File: src/rtl/bcd3_seg7_scan.sv
// bcd3_seg7_scan: time-multiplexed 3-digit 7-segment driver with a
// valid/ready digit input, shadow/active double buffering swapped at frame
// boundaries, leading-zero blanking and an anti-ghosting guard at slot start.
module bcd3_seg7_scan #(
  parameter int unsigned SCAN_DIV   = 50000,
  parameter int unsigned GUARD      = 16,
  parameter bit          ACTIVE_LOW = 1'b1
) (
  input  logic       clk,
  input  logic       rst,
  input  logic       in_valid,
  output logic       in_ready,
  input  logic [3:0] hundreds,
  input  logic [3:0] tens,
  input  logic [3:0] ones,
  output logic [6:0] seg,
  output logic [2:0] an,
  output logic       frame_tick
);

  localparam int unsigned CNT_W = (SCAN_DIV > 1) ? $clog2(SCAN_DIV) : 1;
  localparam int unsigned SEG_W = 7;
  localparam int unsigned AN_W  = 3;

  localparam logic [CNT_W-1:0] CNT_LAST  = CNT_W'(SCAN_DIV - 1);
  localparam logic [CNT_W-1:0] CNT_GUARD = CNT_W'(GUARD);

  localparam logic [1:0] IDX_ONES     = 2'd0;
  localparam logic [1:0] IDX_TENS     = 2'd1;
  localparam logic [1:0] IDX_HUNDREDS = 2'd2;

  // Idle levels of the physical pins
  localparam logic [SEG_W-1:0] SEG_OFF = ACTIVE_LOW ? {SEG_W{1'b1}} : {SEG_W{1'b0}};
  localparam logic [AN_W-1:0]  AN_OFF  = ACTIVE_LOW ? {AN_W{1'b1}}  : {AN_W{1'b0}};

  // Scan position
  logic [CNT_W-1:0] div_cnt;
  logic [1:0]       idx;

  // Shadow (freshly captured) and active (being displayed) digit sets
  logic [3:0] sh_h, sh_t, sh_o;
  logic [3:0] act_h, act_t, act_o;
  logic       pending;

  // Combinational helpers
  logic             slot_wrap_c;
  logic             frame_boundary_c;
  logic             capture_c;
  logic             swap_c;
  logic [3:0]       slot_digit_c;
  logic             slot_blank_c;
  logic [SEG_W-1:0] slot_glyph_c;
  logic [SEG_W-1:0] seg_nxt_c;
  logic [AN_W-1:0]  an_nxt_c;

  // Frame boundary and handshake qualifiers
  always_comb begin
    slot_wrap_c      = (div_cnt == CNT_LAST);
    frame_boundary_c = slot_wrap_c && (idx == IDX_HUNDREDS);
    capture_c        = in_valid && in_ready;
    swap_c           = frame_boundary_c && pending;
  end

  // Divider and digit-slot index
  always_ff @(posedge clk or posedge rst) begin
    if (rst) begin
      div_cnt <= '0;
      idx     <= IDX_ONES;
    end else if (slot_wrap_c) begin
      div_cnt <= '0;
      idx     <= (idx == IDX_HUNDREDS) ? IDX_ONES : idx + 2'd1;
    end else begin
      div_cnt <= div_cnt + CNT_W'(1);
    end
  end

  // Capture into shadow, promote to active only at a frame boundary
  always_ff @(posedge clk or posedge rst) begin
    if (rst) begin
      sh_h     <= 4'd0;
      sh_t     <= 4'd0;
      sh_o     <= 4'd0;
      act_h    <= 4'd0;
      act_t    <= 4'd0;
      act_o    <= 4'd0;
      pending  <= 1'b0;
      in_ready <= 1'b1;
    end else if (swap_c) begin
      act_h    <= sh_h;
      act_t    <= sh_t;
      act_o    <= sh_o;
      pending  <= 1'b0;
      in_ready <= 1'b1;
    end else if (capture_c) begin
      // A capture on a boundary with nothing pending lands here, so its
      // swap naturally waits for the following boundary.
      sh_h     <= hundreds;
      sh_t     <= tens;
      sh_o     <= ones;
      pending  <= 1'b1;
      in_ready <= 1'b0;
    end
  end

  // Frame tick is the registered boundary flag
  always_ff @(posedge clk or posedge rst) begin
    if (rst) begin
      frame_tick <= 1'b0;
    end else begin
      frame_tick <= frame_boundary_c;
    end
  end

  // Select the active digit for this slot and apply leading-zero blanking
  always_comb begin
    slot_digit_c = act_o;
    slot_blank_c = 1'b0;
    case (idx)
      IDX_TENS: begin
        slot_digit_c = act_t;
        slot_blank_c = (act_h == 4'd0) && (act_t == 4'd0);
      end
      IDX_HUNDREDS: begin
        slot_digit_c = act_h;
        slot_blank_c = (act_h == 4'd0);
      end
      default: begin
        slot_digit_c = act_o;
        slot_blank_c = 1'b0;
      end
    endcase
  end

  // BCD to segments {g,f,e,d,c,b,a}, non-decimal codes show a dash
  always_comb begin
    slot_glyph_c = 7'b1000000;
    case (slot_digit_c)
      4'd0:    slot_glyph_c = 7'b0111111;
      4'd1:    slot_glyph_c = 7'b0000110;
      4'd2:    slot_glyph_c = 7'b1011011;
      4'd3:    slot_glyph_c = 7'b1001111;
      4'd4:    slot_glyph_c = 7'b1100110;
      4'd5:    slot_glyph_c = 7'b1101101;
      4'd6:    slot_glyph_c = 7'b1111101;
      4'd7:    slot_glyph_c = 7'b0000111;
      4'd8:    slot_glyph_c = 7'b1111111;
      4'd9:    slot_glyph_c = 7'b1101111;
      default: slot_glyph_c = 7'b1000000;
    endcase
  end

  // Slot drive in active-high sense: dark during the guard window
  always_comb begin
    seg_nxt_c = '0;
    an_nxt_c  = '0;
    if (div_cnt >= CNT_GUARD) begin
      seg_nxt_c = slot_blank_c ? 7'b0000000 : slot_glyph_c;
      case (idx)
        IDX_TENS:     an_nxt_c = 3'b010;
        IDX_HUNDREDS: an_nxt_c = 3'b100;
        default:      an_nxt_c = 3'b001;
      endcase
    end
  end

  // Output register; polarity is applied only here
  always_ff @(posedge clk or posedge rst) begin
    if (rst) begin
      seg <= SEG_OFF;
      an  <= AN_OFF;
    end else if (ACTIVE_LOW) begin
      seg <= ~seg_nxt_c;
      an  <= ~an_nxt_c;
    end else begin
      seg <= seg_nxt_c;
      an  <= an_nxt_c;
    end
  end

endmodule

File: config.mk
export PLATFORM = sky130hd
export DESIGN_NAME = bcd3_seg7_scan
export DESIGN_NICKNAME = d
export VERILOG_FILES = /design/src/rtl/bcd3_seg7_scan.sv
export SDC_FILE = /design/constraint.sdc
export NUM_CORES = 1
export LEC_CHECK = 0
export ABC_AREA = 1
export ABC_CLOCK_PERIOD_IN_PS = 1800
export CAP_MARGIN = 20
export CORE_UTILIZATION = 48
export CTS_CLUSTER_DIAMETER = 200
export CTS_CLUSTER_SIZE = 25
export DETAILED_ROUTE_END_ITERATION = 10
export PLACE_DENSITY = 0.72
export SYNTH_ARGS = -nofsm -noshare
export SYNTH_HDL_FRONTEND = slang
export SYNTH_SLANG_ARGS = --single-unit
File: constraint.sdc
create_clock -name clk -period 1.8 [get_ports clk]
set_input_delay 0.27 -clock clk [delete_from_list [all_inputs] [get_ports clk]]
set_output_delay 0.27 -clock clk [all_outputs]
set_load 0.01 [all_outputs]
### Word-level counts from Yosys, hierarchy flattened

Memories as Yosys holds them, arrays and structs flattened.
Cells that the tools add are included.
W data, S select, Z words.

* bits in read-only memories: 112
* output and inout bits: 12
* word-level logic and storage cells: 43
* bits of input ports: 15
* memories: 1
* register bits: 55

* add/sub/neg operators: 2
* equal/unequal tests: 3
* multiplexer cells: 12
* reductions and logical operators: 8
* $lt $le $gt $ge: 1
* bitwise logic cells: 3

Memory list
* (name not given): words 16, width 7, rd ports 1, clocked after Yosys merged registers in 0, write ports 0, line 137 `case (slot_digit_c)`

Operators with widths (number)
* $add A16 B1 Y16 const B: 1
* $eq A16 B16 Y1 const B: 1
* $ge A16 B5 Y1 const B: 1
* $mux W16: 1
* $mux W7: 2
* $logic_not A4 Y1: 2
* $pmux W4 S2: 1
* $not A7 Y7: 1
* $pmux W3 S2: 1
* $logic_and A1 B1 Y1: 4
* $mux W1: 4
* $mux W3: 1
* $not A3 Y3: 1
* $add A2 B1 Y2 const B: 1
* $eq A2 B1 Y1 const B: 1
* $eq A2 B2 Y1 const B: 1
* $mux W2: 1
* $pmux W1 S2: 1
* $reduce_and A2 Y1: 1
* $reduce_bool A2 Y1: 1
* $not A1 Y1: 1

### Logic depth before layout (Yosys ltp)

Gate-level depths: netlist of run 1.

* depth after elaboration: 6
* depth in mapped cells: 12

### Worst setup path before layout of run 1

No wires, ideal clock.

* kind: register -> register
* start: reg idx[0]
* end: reg seg[5]
* data required time: 1712 ps
* path buffers: 1
* data arrival time: 1853 ps
* setup time: 88 ps
* stages on the path, launching flop included: 12
* setup slack: -140 ps
* path through: dfrtp_1 -> inv_1 -> ha_1 -> clkbuf_2 -> nand2_1 -> nand2_1 -> o21ai_0 -> inv_1 -> ha_1 -> nand3b_1 -> nand3_1 -> nand3_1

* longest elaborated chain between the ends: 6
* elaborated cells on any way between the ends: 8
* those cells by class: 2 x eq/ne; 4 x mux; 1 x bitwise; 1 x memory

Ends and longest elaborated chain
* start: declaration: line 38 `logic [1:0] idx;`
* start signal: assignment: line 71 `idx <= (idx == IDX_HUNDREDS) ? IDX_ONES : idx + 2'd1;`
* $eq A2 B2 Y1 or $eq A2 B1 Y1 (tied branches): line 118 `case (idx)`
* $pmux W4 S2: line 118
* $mem_v2 Z16 W7
* $mux W7 *: line 157 `seg_nxt_c = slot_blank_c ? 7'b0000000 : slot_glyph_c;`
* $mux W7 *: line 156 `if (div_cnt >= CNT_GUARD) begin`
* $not A7 Y7 *: line 172 `seg <= ~seg_nxt_c;`
* end signal: assignment: line 172
* end signal: assignment: line 175 `seg <= seg_nxt_c;`
* end: declaration: line 16 `output logic [6:0] seg,`

Every way passes the cells marked *; elsewhere a longest branch is shown, timed or not.
A chain may end at the register's enable or synchronous reset.

### Worst setup path after layout of run 1

* start: reg idx[1]
* end: reg seg[2]

The elaborated chain is that of the path after synthesis.

==> results of run 1 <==
worst min path at each step:
| stage | end | slack [ns] | cells past startpoint |
|---|---|---|---|
| CTS | div_cnt[15]$_DFF_PP0_ | 0.19 | 2 |
| floorplan | sh_h[0]$_DFFE_PP0P_ | 0.41 | 2 |
| finish | div_cnt[15]$_DFF_PP0_ | 0.18 | 2 |
| detailed placement | sh_h[1]$_DFFE_PP0P_ | 0.46 | 2 |
| global route | div_cnt[7]$_DFF_PP0_ | 0.20 | 2 |
| global placement | sh_h[0]$_DFFE_PP0P_ | 0.46 | 2 |
through the flow:
| step | power, mW | setup TNS, ns | util, % | hold slack, ns |
|---|---|---|---|---|
| after floorplan | 1.49 | 0 | - | 0.415 |
| after global placement | 1.55 | 0 | 57.6 | 0.458 |
| after detailed placement | 1.56 | -0.0628 | 57.6 | 0.460 |
| after CTS | 2.40 | 0 | 60.1 | 0.189 |
| after global routing | 2.49 | -0.0910 | 61.6 | 0.197 |
| final | 2.37 | 0 | 61.6 | 0.180 |
cell usage after synthesis:
| master | instances | area [um^2] |
|---|---|---|
| a21oi_1 | 1 | 5.00 |
| dfrtp_1 | 44 | 1100 |
| inv_2 | 1 | 3.75 |
| o21ai_0 | 7 | 35.0 |
| nor2_1 | 30 | 113 |
| nand3_2 | 1 | 10.0 |
| nand4_4 | 1 | 21.3 |
| nand3b_1 | 4 | 30.0 |
| nand3_1 | 47 | 235 |
| nand2_2 | 2 | 12.5 |
| buf_6 | 2 | 22.5 |
| clkbuf_2 | 1 | 5.00 |
| buf_2 | 2 | 10.0 |
| inv_1 | 31 | 116 |
| clkbuf_1 | 1 | 3.75 |
| nor2_4 | 3 | 33.8 |
| clkinv_1 | 1 | 3.75 |
| o21bai_1 | 1 | 7.51 |
| nor2_2 | 1 | 6.26 |
| buf_1 | 1 | 3.75 |
| nor4_1 | 1 | 6.26 |
| or2_2 | 3 | 18.8 |
| nand4_1 | 3 | 18.8 |
| o21ai_1 | 1 | 5.00 |
| nand2_1 | 106 | 398 |
| dfstp_2 | 11 | 289 |
| ha_1 | 11 | 138 |
| xor2_1 | 8 | 70.1 |
| nor3_1 | 3 | 15.0 |
layer usage:
layer	vias to the layer above	track usage [%]	wire, um
met3	9	4.24	183
met1	982	23.7	2340
met2	41	30.1	2320
met5	-	0	0
met4	0	6.79	89
li1	1115	-	-
cell type report:
| cell class | instances | area [um^2] | share of cell area [%] |
|---|---|---|---|
| sequential | 55 | 1390 | 41.0 |
| timing repair buffer | 42 | 400 | 11.8 |
| clock buffer | 5 | 68.8 | 2.03 |
| multi-input combinational | 234 | 1270 | 37.5 |
| clock inverter | 3 | 47.5 | 1.40 |
| tap | 72 | 90.1 | 2.66 |
| inverter | 33 | 124 | 3.65 |
cells by family (layout without fill, tap and decap cells):
family          Yosys count  after routing  share of synthesized area, %
buf+inv                  40             83                          6.17
xor+xnor                  8              8                          2.56
fa+ha+maj                11             11                          5.03
simple gates            205            205                          33.5
flops                    55             55                          50.8
compound gates           10             10                          1.92
timing repair:
| item | 4_1_cts | 5_1_grt |
|---|---|---|
| setup endpoints to repair | 3 | 7 |
| resized for setup | 3 | 19 |
| hold buffers | 0 | 0 |
| pin swaps | 1 | 8 |
| buffers inserted | 2 | 1 |
registers in the layout, summed over array words and instances (netlist names):
register,cells
div_cnt,16
act_o,4
seg,7
sh_o,4
in_ready,1
an,3
sh_h,4
pending,1
idx,2
act_h,4
act_t,4
sh_t,4
frame_tick,1
power breakdown:
part	switching [mW]	internal, mW	total [mW]
Sequential	0.0464	1.33	1.37
Combinational	0.0808	0.0731	0.154
Clock	0.423	0.422	0.845
Total	0.550	1.82	2.37
==> impl_metrics.toml, run 1 <==
[outcome]
status = "finished clean"

[critical_path]
crit_type = "register to register"
crit_path_start = "idx[1]$_DFFE_PP0N_"
critical_path_arrival_ns = 1.96
timing.rr.start = "idx[1]$_DFFE_PP0N_"
worst_setup_path_start_kind = "register"
reg2reg_to = "seg[2]$_DFF_PP1_"
cp_slowest_cell = "dfrtp_1"
endpoint = "seg[2]$_DFF_PP1_"
crit_chain = "inv_2, ha_4, or2_2, o21ai_1, inv_1, nand2_1, nand3_1"
max_stage_delay_ns = 0.41
crit_path_end_kind = "register"
worst-path-stages = 7
reg2reg_depth = 7
cp_num_buf_inv = 2
reg2reg_slack_ns = 0.07
crit_family = "simple AND/OR/NAND/NOR gates"
cp.required_ns = 2.04
worst-path-max-fanout = 7

[floorplanning]
die-area_um2 = 6010
initial_core_util_pct = 49.7
rows = 27
ios = 27
die_h_um = 77.5
die_x_um = 77.5
core_um2 = 5510

[sta]
finalHoldViolations = 0
rsz0062_at_grt = "true"
clock.fmax_mhz = 579
setup_violations = 0
finalCritPeriodShare_pct = 96.0
tightestPinTransition_ns = 0.357
slew_headroom_pct = 76.0
finClkSkew_ns = 0.00621
fin_ws_ns = 0.0723
fin_crit_ns = 1.73
drv_slew = 0

[yosys]
yosys_warnings = 0
synthesis.nets = 355
synth_seq_area_share_pct = 50.8
synth_area_per_cell_um2 = 8.32
netlist_area_um2 = 2740
ys_types = 29
ys_seq_elements = 55
synthCells = 329

[placed_design]
place.gp.congestion = 0.837
io_buffers = 26
post-dp-hpwl_um = 3620
place_ws_ns = -0.0386
dp_cells = 433
placed_cell_area_um2 = 3170

[final_layout]
antenna_cells = 0
layout_commonest_cell = "nand2_1"
fin_area_um2 = 3390
fillers = 484
layout_common_cells = "102 x nand2_1, 45 x nand3_1, 44 x dfrtp_1"
drive_gt1_share_pct = 18.0
area_growth_syn_to_layout_pct = 23.9
finalNetCount = 397
final_cells = 444

[drt]
vias_per_cell = 4.84
firstDrtPassIters = 4
antenna_left = 0
drt-wirelength-per-cell_um = 11.1
drtIter0Drc = 122
drcViolationCount = 0
drt_wl_total_um = 4930
vias = 2147

[clock_tree]
clk_pin_slew_ns = 0.10
clkSinkCount = 55
cts_tree = "done"
cts_root_buffer = "clkbuf_8"
clock_latency_ns = 0.31
ctsLongestPathBuffers = 2
htree_levels = 2
numCtsBuffers = 5

[global_routing]
overflow = 0
track_usage_pct = 18.4
grt_pass1_vias = 2082
grt_max_degree = 47
grt_pass1_wl_um = 8790
antenna_found_initial = 0

[power_and_ir_drop]
leakagePower_nw = 1.70
ir_drop_mv = 0.455
powerDensity_nw_per_um2 = 700

[run]
cap_violations = 0

[hold_path]
hold_class = "input port to asynchronous set/reset pin"
(Power assumes the default switching activity.)
==> inputs of run 2 (changes only) <==
--- a/config.mk
+++ b/config.mk
@@ -8,11 +8,11 @@
 export ABC_AREA = 1
 export ABC_CLOCK_PERIOD_IN_PS = 1800
 export CAP_MARGIN = 20
-export CORE_UTILIZATION = 48
+export CORE_UTILIZATION = 51
 export CTS_CLUSTER_DIAMETER = 200
 export CTS_CLUSTER_SIZE = 25
 export DETAILED_ROUTE_END_ITERATION = 10
-export PLACE_DENSITY = 0.72
+export PLACE_DENSITY = 0.75
 export SYNTH_ARGS = -nofsm -noshare
 export SYNTH_HDL_FRONTEND = slang
 export SYNTH_SLANG_ARGS = --single-unit
==> run 2 against run 1 <==
Against the previous run:
- highest routed layer unchanged
- combinational power about the same
- clock power decreased by 16%
- fmax increased by 1.0%
- total power decreased by 5.3%
- sequential power about the same
- largest power group unchanged
- via count increased by 2.6%
- clock skew decreased by 0.0016 ns
==> impl_metrics.toml, run 2 (same netlist as run 1, synthesis figures left out) <==
[clock_tree]
ctsLongestPathBuffers = 2
htree_levels = 2
hold_buffers = 0
cts_tree = "done"
clkSinkCount = 55
numCtsBuffers = 5
cts_root_buffer = "clkbuf_8"
clock_latency_ns = 0.31
clk_pin_slew_ns = 0.10

[drt]
drt_wl_total_um = 5130
drcViolationCount = 0
antenna_left = 0
vias = 2203
vias_per_cell = 4.94
drt-wirelength-per-cell_um = 11.5
drtIter0Drc = 119
firstDrtPassIters = 4

[global_routing]
grt_pass1_vias = 2051
grt_pass1_wl_um = 8780
antenna_found_initial = 0
track_usage_pct = 20.7
grt_max_degree = 23
overflow = 0

[critical_path]
crit_type = "register to register"
timing.rr.start = "idx[0]$_DFFE_PP0N_"
reg2reg_depth = 9
worst_setup_path_start_kind = "register"
worst-path-max-fanout = 6
reg2reg_slack_ns = 0.09
reg2reg_to = "seg[3]$_DFF_PP1_"
cp.required_ns = 2.04
critical_path_arrival_ns = 1.95
crit_path_end_kind = "register"

[sta]
finalHoldViolations = 0
finalCritPeriodShare_pct = 95.0
setup_tns_ns = 0
rsz0062_at_grt = "true"
drv_slew = 0
clock.fmax_mhz = 585
slew_headroom_pct = 71.2
setup_violations = 0
tightestPinTransition_ns = 0.431
fin_crit_ns = 1.71
finClkSkew_ns = 0.00462
whs_ns = 0.284

[placed_design]
post-dp-hpwl_um = 3820
dp_cells = 436
io_buffers = 26
place.gp.congestion = 0.864

[floorplanning]
die_x_um = 75.3
rows = 26
ios = 27
core_um2 = 5140
die_h_um = 75.3
initial_core_util_pct = 53.3
die-area_um2 = 5660

[power_and_ir_drop]
powerDensity_nw_per_um2 = 662
power.total_mw = 2.25
ir_drop_mv = 0.512
leakagePower_nw = 1.71

[final_layout]
layout_commonest_cell = "nand2_1"
reg_top3 = "div_cnt x16, seg x7"
layout_common_cells = "102 x nand2_1, 45 x nand3_1, 44 x dfrtp_1"
final_cells = 446
final_core_util_pct = 66.0
largest-register = "div_cnt"
area_growth_syn_to_layout_pct = 23.9
finalNetCount = 401
drive_gt1_share_pct = 17.8
largest_register_ffs = 16
antenna_cells = 0

[run]
cap_violations = 0

[outcome]
status = "finished clean"

[hold_path]
hold_class = "input port to asynchronous set/reset pin"
[run 2: layout make-up]
cell class | instances | area, um^2
sequential | 55 | 1390
multi-input combinational | 234 | 1260
inverter | 33 | 124
timing repair buffer | 46 | 435
tap | 70 | 87.6
clock inverter | 3 | 26.3
fill | 439 | 1750
clock buffer | 5 | 68.8
[run 2: metrics by stage]
stage | setup WS [ns] | instance area (um^2)
global placement | 0.0395 | 3220
detailed placement | -0.00727 | 3220
floorplan | 0.0143 | 2760
CTS | 0.0227 | 3320
finish | 0.0902 | 3390
global route | -0.0407 | 3390
[run 2: timing repair]
| action | in CTS | in global routing |
|---|---|---|
| resized for setup | 2 | 14 |
| setup endpoints to repair | 2 | 6 |
| pin swaps | 0 | 4 |
| buffers inserted | 0 | 2 |
[run 2: worst max path at each step]
stage | start | end | slack, ns | cells after the start
6_report | idx[0]$_DFFE_PP0N_ | seg[3]$_DFF_PP1_ | 0.09 | 9
5_1_grt | idx[1]$_DFFE_PP0N_ | seg[3]$_DFF_PP1_ | -0.04 | 11
4_1_cts | idx[1]$_DFFE_PP0N_ | seg[5]$_DFF_PP1_ | 0.02 | 9
3_5_place_dp | idx[1]$_DFFE_PP0N_ | seg[5]$_DFF_PP1_ | -0.007 | 9
3_3_place_gp | idx[0]$_DFFE_PP0N_ | seg[5]$_DFF_PP1_ | 0.04 | 9
2_1_floorplan | idx[0]$_DFFE_PP0N_ | seg[3]$_DFF_PP1_ | 0.01 | 11
[run 2: routing by layer]
layer  global-route usage [%]  part of all wire, %  vias up
met5                        0                    0        -
met4                     8.64                  2.1        0
met3                     4.02                  3.7       10
met2                     35.8                   49       53
met1                     25.5                   45     1012
li1                         -                    -     1128
[run 2: where the power goes]
part           switching [mW]  internal (mW)
logic                  0.0795         0.0771
clock network           0.423          0.287
registers              0.0531           1.33
[run 2: worst max-delay path, stage by stage, from the launching register on]
cell and delay (ns):
dfrtp_1 0.40, inv_2 0.09, ha_4 0.22, buf_4 0.14
o21ai_4 0.13, inv_2 0.08, ha_4 0.23, nand3b_1 0.17
nand3_1 0.10, nand3_1 0.08
